`src/rtl/seq_pipe_accum_valrdy_pkg.sv`:
```
// Shared types and defaults for the valid/ready group accumulator.
package seq_pipe_accum_valrdy_pkg;

  // ACCUM collects samples; HOLD presents the finished group sum downstream.
  typedef enum logic {
    ACCUM = 1'b0,
    HOLD  = 1'b1
  } state_t;

  // Samples summed per output group unless overridden at instantiation.
  localparam int NSAMP_DEFAULT = 4;

endpackage

```
`src/rtl/seq_pipe_accum_ctrl.sv`:
```
// Control FSM: tracks ACCUM/HOLD, drives the handshake outputs and the
// datapath enables for the accumulator and sample counter.
module seq_pipe_accum_ctrl
  import seq_pipe_accum_valrdy_pkg::*;
(
  input  logic clk,
  input  logic reset,
  input  logic in_val,
  input  logic out_rdy,
  input  logic last,      // counter is on the final sample of the group
  output logic in_rdy,
  output logic out_val,
  output logic acc_add,   // acc += in_data, cnt += 1
  output logic acc_load,  // acc  = in_data, cnt  = 1 (drain and refill)
  output logic acc_clr    // acc  = 0,       cnt  = 0 (drain only)
);

  state_t state_q, state_d;

  // State register; reset returns to ACCUM so out_val drops immediately.
  always_ff @(posedge clk or posedge reset) begin
    // NOTE: sequential state uses non-blocking assignments so every flop
    // samples the pre-edge value of its inputs regardless of block order.
    if (reset) state_q <= ACCUM;
    else       state_q <= state_d;
  end

  // Next-state and handshake decode.
  always_comb begin
    // NOTE: every output gets a default before the case so no path leaves
    // a signal unassigned, which would otherwise infer a latch.
    state_d  = state_q;
    in_rdy   = 1'b0;
    out_val  = 1'b0;
    acc_add  = 1'b0;
    acc_load = 1'b0;
    acc_clr  = 1'b0;
    unique case (state_q)
      ACCUM: begin
        in_rdy = !reset;
        if (in_val && !reset) begin
          acc_add = 1'b1;
          if (last) state_d = HOLD;
        end
      end
      HOLD: begin
        out_val = 1'b1;
        // Accept a new sample only in the cycle the held sum leaves, so the
        // group boundary costs no throughput.
        in_rdy  = out_rdy && !reset;
        if (out_rdy) begin
          state_d = ACCUM;
          if (in_val) acc_load = 1'b1;
          else        acc_clr  = 1'b1;
        end
      end
    endcase
  end

endmodule

```
`src/rtl/seq_pipe_accum_valrdy.sv`:
```
// Sums groups of NSAMP unsigned 8-bit samples behind a valid/ready
// handshake and presents each group sum with a valid/ready handshake.
module seq_pipe_accum_valrdy
  import seq_pipe_accum_valrdy_pkg::*;
#(
  parameter int NSAMP = NSAMP_DEFAULT,
  localparam int CNT_W = $clog2(NSAMP),
  localparam int ACC_W = 8 + CNT_W
) (
  input  logic             clk,
  input  logic             reset,
  input  logic             in_val,
  output logic             in_rdy,
  input  logic [7:0]       in_data,
  output logic             out_val,
  input  logic             out_rdy,
  output logic [ACC_W-1:0] out_data
);

  localparam logic [CNT_W-1:0] CNT_LAST = CNT_W'(NSAMP - 1);

  logic [ACC_W-1:0] acc;
  logic [CNT_W-1:0] cnt;
  logic             acc_add, acc_load, acc_clr;

  seq_pipe_accum_ctrl u_ctrl (
    .clk      (clk),
    .reset    (reset),
    .in_val   (in_val),
    .out_rdy  (out_rdy),
    .last     (cnt == CNT_LAST),
    .in_rdy   (in_rdy),
    .out_val  (out_val),
    .acc_add  (acc_add),
    .acc_load (acc_load),
    .acc_clr  (acc_clr)
  );

  // Accumulator and sample counter; the counter wraps to zero on the last
  // sample, which is harmless because HOLD always reloads or clears it.
  always_ff @(posedge clk or posedge reset) begin
    // NOTE: the asynchronous reset clears only these two registers; there is
    // no memory here, so the whole datapath is in a known state after reset.
    if (reset) begin
      acc <= '0;
      cnt <= '0;
    end else if (acc_load) begin
      acc <= ACC_W'(in_data);
      cnt <= CNT_W'(1);
    end else if (acc_clr) begin
      acc <= '0;
      cnt <= '0;
    end else if (acc_add) begin
      acc <= acc + ACC_W'(in_data);
      cnt <= cnt + 1'b1;
    end
  end

  // The held sum is the accumulator itself; it cannot move while in HOLD.
  assign out_data = acc;

endmodule

```
`config.mk`:
```
export PLATFORM = sky130hd
export DESIGN_NAME = seq_pipe_accum_valrdy
export DESIGN_NICKNAME = d
export VERILOG_FILES = /design/src/rtl/seq_pipe_accum_valrdy_pkg.sv /design/src/rtl/seq_pipe_accum_ctrl.sv /design/src/rtl/seq_pipe_accum_valrdy.sv
export SDC_FILE = /design/constraint.sdc
export NUM_CORES = 1
export LEC_CHECK = 0
export ABC_AREA = 1
export BUFFER_PORTS_ARGS = -buffer_cell sky130_fd_sc_hd__buf_2
export CORE_ASPECT_RATIO = 1.1
export CORE_MARGIN = 4
export CORE_UTILIZATION = 57
export DETAILED_ROUTE_END_ITERATION = 16
export PLACE_DENSITY = 0.9
export SLEW_MARGIN = 10
export SYNTH_ARGS = -nofsm -noshare
export SYNTH_HDL_FRONTEND = slang
export SYNTH_SLANG_ARGS = --single-unit
export TNS_END_PERCENT = 5
```
`constraint.sdc`:
```
create_clock -name clk -period 2.42 [get_ports clk]
set_input_delay 0.484 -clock clk [delete_from_list [all_inputs] [get_ports clk]]
set_output_delay 0.484 -clock clk [all_outputs]
set_load 0.005 [all_outputs]
```
* Yosys cells after proc, flatten, opt, wreduce, memory -nomap -nowiden
Index checks and enable logic that the tools add are counted.
** Operators by class
- Bitwise logic cells :: 1
- Muxes and demuxes :: 20
- Add/subtract/negate cells :: 2
- Reduce and logical (&&, ||, !) cells :: 4
- Equal/unequal tests :: 1
** Operators by type and width (number)
- $mux W10 :: 3
- $mux W1 :: 12
- $add A10 B8 Y10 :: 1
- $mux W2 :: 3
- $pmux W1 S2 :: 2
- $reduce_bool A3 Y1 :: 1
- $add A2 B1 Y2 const B :: 1
- $eq A2 B2 Y1 const B :: 1
- $logic_and A1 B1 Y1 :: 2
- $logic_not A1 Y1 :: 1
- $not A1 Y1 :: 1
** Storage, ports and cells
- Word-level logic and storage cells :: 31
- Bits of input ports :: 12
- Output and inout bits :: 12
- Flip-flop bits (word level) :: 13

* Longest topological paths before layout
- Depth in word-level cells :: 7
- Mapped depth :: 10

* Modules after synthesis
Synthesis repeated with hierarchy kept, for this count alone.
** Unflattened totals
- Cell total of the unflattened synthesis :: 163
- Area, all modules :: 1168.6 µm²
** By module, submodules not included
- seq_pipe_accum_valrdy :: area each 1082.3 µm², cells an instance 150, instances 1, seq. area each 300.3 µm²
- seq_pipe_accum_ctrl :: area each 86.3 µm², cells an instance 13, instances 1, seq. area each 25.0 µm²

* Least setup slack after synthesis
OpenSTA, ideal clock, no wires.
- Kind :: in2reg
- From :: input port in_data[0]
- To :: register acc[8] (netlist: out_data[8])
- Path slack :: 0.793 ns
- Setup time :: 0.118 ns
- Stages :: 9
- Arrival :: 1.510 ns
- Buffers on the path :: 0
- Cells stage by stage :: ha_1 -> inv_1 -> fa_1 -> o21bai_1 -> nand2_1 -> nand2_1 -> nand2_1 -> nand3_1 -> nand2_1
** On the way
- Word-level cells in the longest chain between the ends :: 4
** Ends and longest elaborated chain
- start: declaration :: line seq_pipe_accum_valrdy.sv:14 : input logic [7:0] in_data,
- $add A10 B8 Y10 :: line seq_pipe_accum_valrdy.sv:54 : acc <= acc + ACC_W'(in_data);
- $mux W10 :: line seq_pipe_accum_valrdy.sv:53 : end else if (acc_add) begin
- $mux W10 :: line seq_pipe_accum_valrdy.sv:50 : end else if (acc_clr) begin
- $mux W10 :: line seq_pipe_accum_valrdy.sv:47 : end else if (acc_load) begin
- end signal: assignment :: line seq_pipe_accum_valrdy.sv:48 : acc <= ACC_W'(in_data);
- end signal: assignment :: line seq_pipe_accum_valrdy.sv:54
- end: declaration :: line seq_pipe_accum_valrdy.sv:22 : logic [ACC_W-1:0] acc;
Every way passes these cells. The select of a mux whose other input is x is not followed.
A chain may end at the register's enable or synchronous reset.

* Worst setup path after layout
- From :: register acc[0] (netlist: out_data[0])
- To :: register acc[8] (netlist: out_data[8])
** On the way
- Word-level cells in the longest chain between the ends :: 4
** Ends and longest elaborated chain (line)
- $add A10 B8 Y10 :: seq_pipe_accum_valrdy.sv:54
- $mux W10 :: seq_pipe_accum_valrdy.sv:53
- $mux W10 :: seq_pipe_accum_valrdy.sv:50
- $mux W10 :: seq_pipe_accum_valrdy.sv:47
Every way passes these cells. The select of a mux whose other input is x is not followed.

==> results.txt <==
Global routing finished with a remaining overflow of 0. The normalized max-slew margin came out at 0.653. The final cycle utilization of the critical path was 0.673. TritonCTS built the clock tree.

Count of placed standard cells in the final layout, fillers left out: 189. The count of pins over their slew limit was 0. The startpoint identified for the worst register-to-register timing path is out_data[0]. The half-perimeter wire length after placement is 1.83 mm. The slew at the pin closest to its max-slew limit was 0.520 ns; the floorplan core area was 1650 sq um.

The most instantiated flip-flop cell in the synthesis netlist was sky130_fd_sc_hd__dfrtp_1. The count of TritonRoute iterations in the first routing pass was 4; the placement-stage cell area was 1170 sq um. At the end of the flow, the number of nets in the layout was 195. The synthesized design contains 13 register bits. Setup violations remaining at the end of the flow were counted as 0. The routed wire length came out at 2.37 mm. Entering global routing, the biggest net connects 14 pins. Most instantiated library cell after synthesis: sky130_fd_sc_hd__nand2_1. Counting every net in the synthesized netlist gives 168. For the number of maximum-capacitance violations, the log shows 0. The logs give 0 for the post-detailed-route count of antenna-violating nets and 3 for the number of buffers created by CTS. The mapped netlist covers 1050 sq um.

The final routed DRC violation total is 0, and the proportion of layout cells with a drive suffix above 1 is 0.192. The static leakage is 0.655 nW. The number of synthesized flops with an enable pin is 0, and the count of yosys warnings during synthesis is 0. By area the synthesized netlist is led by sky130_fd_sc_hd__dfrtp_1 (31%), sky130_fd_sc_hd__nand2_1 (13%), sky130_fd_sc_hd__ha_1 (11%).

Data on the critical path arrives at its endpoint at 1.82 ns. IR analysis of the VDD net gives a maximum drop of 0.000666 V. The termination of the worst setup path is out_data[8]. Setup repair after global routing left no endpoint under its margin. The worst setup path is captured at a flip-flop. Counting the fill cells in the layout gives 144. The number of antenna violations at the first check in global routing was 0; the die boundary width was 48.8 um. Dividing the synthesized area by the synthesized cell count gives 7.16 sq um. Summing internal, switching and leakage power gives 0.00132 W. The tools report the startpoint type of the worst setup path as a flip-flop. Routability-driven placement finished with a final weighted congestion of 0.909.

The via density per instance was 5.62. The final number of hold-violating endpoints is 0, and the number of placed instances, taps included is 185. The clock-pin slew on the worst setup and hold paths works out to 0.09 ns. The clock sink count was 13; the power density of the placed cells was 1110 nW/um^2. The run gives 0 as the count of inserted antenna diode cells. Sorting the synthesized cells by how often they occur yields sky130_fd_sc_hd__nand2_1 (36), sky130_fd_sc_hd__a21oi_1 (18), sky130_fd_sc_hd__inv_1 (18). The die is 52.9 um tall. Instance count of the mapped netlist: 146. For the via count of the first global-routing pass, the log shows 971.

The worst hold-check slack was 0.249 ns. The total global-route track usage came out at 0.206. For this block, the initial DRC count from the detailed router was 17. The post-synthesis cell type with the largest combined area was sky130_fd_sc_hd__dfrtp_1. The tools report the register-to-register setup slack as 0.79 ns. The critical path starts at out_data[0]. The worst hold path belongs to the class in -> async. The end of the worst register-to-register path was out_data[8]. The number of placement rows came out at 15. The classification of the worst setup path was reg -> reg.

The sequential-to-total area share from yosys stat is 0.311, and the number of gates given a new drive strength after cts is 0. The number of primary I/O pins was 24. The area of the die is 2590 sq um, and the starting density of the core is 0.633. Relative to the synthesized area, the layout overhead comes to 14.5%. Hold repair after CTS inserted 0 buffers. The number of H-tree branching levels is 1. The fraction of synthesized cell area taken by the top area cell type works out to 0.311.

The clock reaches the later pin of the worst-skew pair after 0.29 ns. In the final routed layout, each cell accounts on average for 12.6 um. The worst register-to-register path has a depth of 9. The flow ran to the end, and the final reports show no timing, DRC or antenna violations. The routed layout has 1,063 vias.

The final worst clock skew is 0.00625 ns. At the worst endpoint, the required time is 2.61 ns. The buffer count from post-CTS setup fixing is 0. The finished cells cover 1200 sq um.

CTS placed an instance of sky130_fd_sc_hd__clkbuf_4 at the clock tree root. The number of distinct standard cells referenced by the synthesized netlist is 27. The share of flip-flops with an asynchronous set or reset after synthesis was 1.00; the maximum frequency from static timing analysis was 614 MHz.

The count of buffers inserted at the top-level ports was 23. Of all nets on the critical path, the largest fanout is 3. The smallest clock period supported by the final layout is computed as 1.63 ns. Maximum root-to-sink buffer count: 2. The tools report the first-pass GRT wire length as 4.11 mm.

The tools report the final-layout setup total negative slack as 0 ns.
## routing by layer
metal | vias up | track usage | share of wire
li1 | 531 | - | -
met1 | 498 | 0.273 | 0.47
met2 | 29 | 0.339 | 0.47
met3 | 5 | 0.0282 | 0.045
met4 | 0 | 0.0807 | 0.018
met5 | - | 0 | 0
## final cells by class
cell class | instances | area, sq um | share of cell area
multi-input combinational | 112 | 629 | 0.526
sequential | 13 | 325 | 0.272
inverter | 20 | 80.1 | 0.0669
clock buffer | 4 | 26.3 | 0.0219
timing repair buffer | 23 | 115 | 0.0961
tap | 17 | 21.3 | 0.0178
## cells by family (layout without fill, tap and decap cells)
family,count (synthesis),count (layout),synth area share
and+or+nand+nor,73,73,0.325
AOI/OAI and AO/OA,29,29,0.150
buffers and inverters,21,47,0.0873
DFF,13,13,0.311
adders and majority gates,10,10,0.127
## flip-flops by register name (all words and copies together), names as in the netlist
register,flops
out_data,10
cnt,2
u_ctrl.state_q,1
## where the power goes
| group | internal, W | switching [W] |
|---|---|---|
| logic | 0.000338 | 0.000450 |
| registers | 0.000315 | 0.0000765 |
| clock network | 0.0000642 | 0.0000806 |
| total | 0.000718 | 0.000607 |
## worst min path at each step
stage            from              to  cells after the start
4_1_cts         reset  u_ctrl.state_q                      2
2_1_floorplan   reset          cnt[0]                      1
3_5_place_dp   cnt[1]          cnt[1]                      1
6_report        reset  u_ctrl.state_q                      2
3_3_place_gp   cnt[1]          cnt[1]                      1
5_1_grt         reset          cnt[1]                      2
## worst max-delay path: stages (launching register included)
cell and delay, ns:
sky130_fd_sc_hd__dfrtp_1 0.37, sky130_fd_sc_hd__ha_1 0.17, sky130_fd_sc_hd__inv_1 0.06, sky130_fd_sc_hd__fa_1 0.38
sky130_fd_sc_hd__o21bai_1 0.22, sky130_fd_sc_hd__nand2_1 0.07, sky130_fd_sc_hd__nand2_1 0.08, sky130_fd_sc_hd__nand2_1 0.05
sky130_fd_sc_hd__nand3_1 0.07, sky130_fd_sc_hd__nand2_1 0.05
## metrics by stage
| step | util | worst slack (ns) |
|---|---|---|
| CTS | 0.725 | 0.790 |
| floorplan | - | 0.793 |
| global route | 0.725 | 0.602 |
| finish | 0.725 | 0.791 |
| global placement | 0.709 | 0.639 |
| detailed placement | 0.709 | 0.602 |
## layout by cell type (no fill, tap or decap), drive strengths merged, types with 3 or more instances in the layout
cell / instances
ha: 9
a21oi: 18
clkbuf: 4
or2: 3
o21ai: 7
nand3: 11
buf: 23
inv: 20
nand2: 37
nor2: 17
dfrtp: 13
No activity file was read; power rests on OpenSTA's default activity.
